--- config.mk ---
export PLATFORM = sky130hd
export DESIGN_NAME = sample_ser_tx
export DESIGN_NICKNAME = d
export VERILOG_FILES = /design/src/rtl/sample_ser_tx.sv
export SDC_FILE = /design/constraint.sdc
export NUM_CORES = 1
export LEC_CHECK = 0
export BUFFER_PORTS_ARGS = -buffer_cell sky130_fd_sc_hd__clkbuf_2
export CORE_MARGIN = 4
export CORE_UTILIZATION = 58
export DETAILED_ROUTE_END_ITERATION = 16
export GPL_TIMING_DRIVEN = 0
export PLACE_DENSITY = 0.85
export SYNTH_ARGS = -nofsm -noshare
export SYNTH_HDL_FRONTEND = slang
export SYNTH_SLANG_ARGS = --single-unit
--- constraint.sdc ---
create_clock -name clk -period 5.3 [get_ports clk]
set_input_delay 1.06 -clock clk [delete_from_list [all_inputs] [get_ports clk]]
set_output_delay 1.06 -clock clk [all_outputs]
set_load 0.005 [all_outputs]
--- src/rtl/sample_ser_tx.sv ---
// sample_ser_tx: transmit end of the signed sample link.
// Accepts one parallel sample per valid/ready handshake and sends it bit-serially,
// MSB (index 0) first, with a frame-sync strobe on the first bit.
// Optional build macro SAMPLE_SER_TX_PARITY_EN appends one even-parity bit per frame.
module sample_ser_tx #(
  parameter int WIDTH    = 12,  // sample width, 2..32
  parameter int IDLE_GAP = 1    // forced idle cycles after each frame, 0..15
) (
  input  logic                    clk,
  input  logic                    rst,
  input  logic                    s_valid,
  output logic                    s_ready,
  input  logic signed [0:WIDTH-1] s_data,
  output logic                    tx_bit,
  output logic                    tx_sync,
  output logic                    tx_active,
  output logic                    busy
);

  typedef enum logic [1:0] {
    ST_IDLE  = 2'd0,
    ST_SHIFT = 2'd1,
`ifdef SAMPLE_SER_TX_PARITY_EN
    ST_GAP   = 2'd2,
    ST_PARITY = 2'd3
`else
    ST_GAP   = 2'd2
`endif
  } state_e;

  // Counter holds up to WIDTH (32) presented bits or IDLE_GAP-1 gap cycles.
  localparam logic [5:0] WIDTH_C  = 6'(WIDTH);
  localparam logic [5:0] GAP_LAST = 6'(IDLE_GAP - 1);
  localparam bit         HAS_GAP  = (IDLE_GAP > 0);

  state_e             state_q, state_d;
  logic [5:0]         cnt_q, cnt_d;
  logic [WIDTH-1:0]   sh_q, sh_d;        // remaining bits; [WIDTH-1] is next to send
  logic               tx_bit_q, tx_bit_d;
  logic               tx_sync_q, tx_sync_d;
  logic               tx_active_q, tx_active_d;
  logic               accept;
`ifdef SAMPLE_SER_TX_PARITY_EN
  logic               par_q, par_d;      // even parity of the frame being sent
`endif

  // The producer may only hand over a sample while idle and out of reset.
  assign s_ready   = (state_q == ST_IDLE) && !rst;
  assign accept    = s_valid && s_ready;
  assign busy      = (state_q != ST_IDLE);
  assign tx_bit    = tx_bit_q;
  assign tx_sync   = tx_sync_q;
  assign tx_active = tx_active_q;

  // State, datapath and registered serial outputs.
  // NOTE: clocked state uses non-blocking assignments so every register samples pre-edge values.
  always_ff @(posedge clk or posedge rst) begin
    if (rst) begin
      state_q     <= ST_IDLE;
      cnt_q       <= '0;
      sh_q        <= '0;
      tx_bit_q    <= 1'b0;
      tx_sync_q   <= 1'b0;
      tx_active_q <= 1'b0;
`ifdef SAMPLE_SER_TX_PARITY_EN
      par_q       <= 1'b0;
`endif
    end else begin
      state_q     <= state_d;
      cnt_q       <= cnt_d;
      sh_q        <= sh_d;
      tx_bit_q    <= tx_bit_d;
      tx_sync_q   <= tx_sync_d;
      tx_active_q <= tx_active_d;
`ifdef SAMPLE_SER_TX_PARITY_EN
      par_q       <= par_d;
`endif
    end
  end

  // Next state, bit counter and shift register.
  // NOTE: every combinational output gets a default first so no path leaves it unassigned (no latch).
  always_comb begin
    state_d = state_q;
    cnt_d   = cnt_q;
    sh_d    = sh_q;
`ifdef SAMPLE_SER_TX_PARITY_EN
    par_d   = par_q;
`endif
    unique case (state_q)
      ST_IDLE: begin
        if (accept) begin
          state_d = ST_SHIFT;
          cnt_d   = 6'd1;                      // bit 0 goes out on this edge
          sh_d    = {s_data[1:WIDTH-1], 1'b0};
`ifdef SAMPLE_SER_TX_PARITY_EN
          par_d   = ^s_data;
`endif
        end
      end
      ST_SHIFT: begin
        if (cnt_q == WIDTH_C) begin
          cnt_d = '0;
`ifdef SAMPLE_SER_TX_PARITY_EN
          state_d = ST_PARITY;
`else
          state_d = HAS_GAP ? ST_GAP : ST_IDLE;
`endif
        end else begin
          cnt_d = cnt_q + 6'd1;
          sh_d  = {sh_q[WIDTH-2:0], 1'b0};
        end
      end
`ifdef SAMPLE_SER_TX_PARITY_EN
      ST_PARITY: begin
        cnt_d   = '0;
        state_d = HAS_GAP ? ST_GAP : ST_IDLE;
      end
`endif
      ST_GAP: begin
        if (cnt_q == GAP_LAST) begin
          cnt_d   = '0;
          state_d = ST_IDLE;
        end else begin
          cnt_d = cnt_q + 6'd1;
        end
      end
      default: begin
        state_d = ST_IDLE;
        cnt_d   = '0;
      end
    endcase
  end

  // Next values of the registered serial outputs; idle/gap cycles drive zeros.
  always_comb begin
    tx_bit_d    = 1'b0;
    tx_sync_d   = 1'b0;
    tx_active_d = 1'b0;
    unique case (state_q)
      ST_IDLE: begin
        if (accept) begin
          tx_bit_d    = s_data[0];
          tx_sync_d   = 1'b1;
          tx_active_d = 1'b1;
        end
      end
      ST_SHIFT: begin
        if (cnt_q != WIDTH_C) begin
          tx_bit_d    = sh_q[WIDTH-1];
          tx_active_d = 1'b1;
        end else begin
`ifdef SAMPLE_SER_TX_PARITY_EN
          tx_bit_d    = par_q;
          tx_active_d = 1'b1;
`endif
        end
      end
      default: begin
        tx_bit_d    = 1'b0;
      end
    endcase
  end

endmodule

==> impl_metrics.tcl <==
set metrics [dict create \
    clock_path_buffers 2 \
    synthAdderAreaFrac_pct 2.15 \
    synthMuxAreaShare_pct 21.6 \
    synth_edf_count 0 \
    drc_errors 0 \
    die_w_um 52.8 \
    track_usage_pct 18.0 \
    post_dp_cell_area_um2 1290 \
    grt_max_degree 23 \
    fin_ws_ns 2.87 \
    die_h_um 52.8 \
    mostFrequentLayoutCells "dfrtp_1 (22), clkbuf_2 (19), mux2_2 (11), mux2_4 (7)" \
    clock-sinks 22 \
    crit_arrival_ns 1.37 \
    fmax_ghz 0.412 \
    async_reset_ff_share_pct 100 \
    synth_compound_area_share_pct 9.58 \
    yosysTopAreaCellShare_pct 47.4 \
    yosys_most_used_dff "dfrtp_1" \
    r2r_end "sh_q[7]" \
    cp-start-kind "input port" \
    dr.pass1.iters 4 \
    hold_buffers 0 \
    wl_um 2170 \
    register_area_um2 551 \
    setup_violations 0 \
    grt_pass1_vias 747 \
    synthTopCellsByArea "dfrtp_1 (47%), mux2_2 (11%), mux2_4 (9.0%)" \
    endpoint_kind "output pin" \
    coreArea_um2 1820 \
    cts_resized 0 \
    finalCriticalPeriod_ns 2.43 \
    yosysUniqueCellTypes 30 \
    dpl.cell_count 135 \
    grt_antenna_before_repair 0 \
    post-place-ws_ns 2.82 \
    place.gp.congestion 0.772 \
    avgSynthCellArea_um2 12.8 \
    r2r_cells 7 \
    reg2reg_slack_ns 3.34 \
    dieArea_um2 2780 \
    synth_simple_gate_area_share_pct 10.9 \
    crit_fanout 3 \
    io-pin-count 20 \
    endpoint "s_ready" \
    r2r_start "cnt_q[0]" \
    mostFrequentLayoutCell "dfrtp_1" \
    cts_buffers 3 \
    areaGrowthSynthToFinish_pct 15.4 \
    nets 132 \
    synth_seq_area_share_pct 47.4 \
    drive_above_1_share_pct 44.7 \
    finalHoldViolCount 0 \
    worstMarginPinSlew_ns 0.822 \
    fill_cells 130 \
    synth.net_count 108 \
    grt_pass1_wl_um 3530 \
    cts_tree "built" \
    clk_pin_slew_ns 0.12 \
    required_ns 4.24 \
    postCtsSetupBuffers 0 \
    route.vias.total 755 \
    fin_skew_ns 0.000995 \
    ant_nets 0 \
    port_buffers 19 \
    grt_setup_unrepaired "false" \
    total_leakage_power_nw 0.655 \
    status "completed" \
    syn-cell-area_um2 1160 \
    drv_slew 0 \
    synth_area_leader_cell "dfrtp_1" \
    multiInputGateArea_um2 549 \
    row_count 15 \
    finalNonFillerCells 139 \
    viasPerCell 5.43 \
    final_core_util_pct 73.7 \
    drt_iter0_drc 17 \
    post-dp-hpwl_um 1580 \
    antennaDiodeCount 0 \
    min_period_over_period_pct 45.8 \
    fin_area_um2 1340 \
    start_util_pct 63.8 \
    synth_seq_cells 22 \
    relSlewSlack_pct 45.1 \
    synth_cells 91 \
    crit_start "rst" \
    finalSetupTns_ns 0 \
    wl_per_cell_um 15.6 \
    synth_xor_area_share_pct 3.01 \
    hold_path_class "reg2reg" \
    clk_latency_ns 0.31 \
    worstSetupPathType "in2out" \
    overflow 0 \
    cap_viol_max_count 0 \
    peakVddDrop_mv 0.333 \
    ys_warn_count 0 \
    synth_top_family_by_area "multiplexers" \
    clk_root_buffer_cell "clkbuf_4" \
    htreeDepth 1 \
    powerDensity_nw_per_um2 599 \
]
## worst max-delay path: stages
cell and delay [ns]:
clkbuf_2 0.10, nor2_1 0.10, clkbuf_2 0.11
## through the flow
step	power, mW	hold slack [ns]
2_1_floorplan	0.591	0.460
3_3_place_gp	0.651	0.472
3_5_place_dp	0.676	0.486
4_1_cts	0.809	0.515
5_1_grt	0.860	0.523
6_report	0.803	0.510
## power breakdown
part / leakage, nW / total [mW] / internal [mW] / switching [mW]
sequential: 0.273 / 0.292 / 0.240 / 0.0519
clock: 0.0279 / 0.128 / 0.0765 / 0.0516
combinational: 0.354 / 0.383 / 0.215 / 0.168
total: 0.655 / 0.803 / 0.531 / 0.272
## how the worst min path moves through the flow
stage,start,to,slack (ns),cells after the start
after floorplan,sh_q[10],sh_q[10],0.46,1
after global placement,sh_q[1],sh_q[1],0.47,1
after detailed placement,sh_q[10],sh_q[10],0.49,1
after CTS,sh_q[1],sh_q[1],0.51,1
after global routing,sh_q[10],sh_q[10],0.52,1
final,sh_q[10],sh_q[10],0.51,1
## state kept, by name, indices dropped and copies added (netlist names)
name	flops
cnt_q	6
sh_q	11
tx_sync	1
state_q	2
tx_active	1
tx_bit	1
## kinds of logic after synthesis
kind of cell | Yosys count
flops | 22
mux | 20
simple gates | 20
compound gates | 13
buf+inv | 10
xor+xnor | 4
fa+ha+maj | 2
## synthesized netlist by cell type (2+ instances only)
cell type	n
nor2b_1	2
mux2_1	2
mux2_4	7
buf_6	3
o2111ai_1	3
dfrtp_1	22
buf_2	2
mux2_2	11
nand2_1	4
ha_1	2
xor2_1	4
o21ai_0	2
nor2_1	5
nand2b_1	2
inv_1	5
## layout make-up
cell class / instances / share of cell area [%]
clock inverters: 1 / 2.24
multi-input cells: 59 / 41.0
inverters: 5 / 1.40
clock buffers: 3 / 1.68
plain buffers: 5 / 3.26
well taps: 25 / 2.33
flip-flops and latches: 22 / 41.0
repair buffers: 19 / 7.09
## layer usage
layer	vias to the layer above	global-route usage (%)	part of all wire (%)
li1	366	-	-
met1	360	23.2	44
met2	24	29.8	49
met3	5	2.85	4.8
met4	0	7.66	1.8
met5	-	0	0
Power figures use the tool's default switching activity.
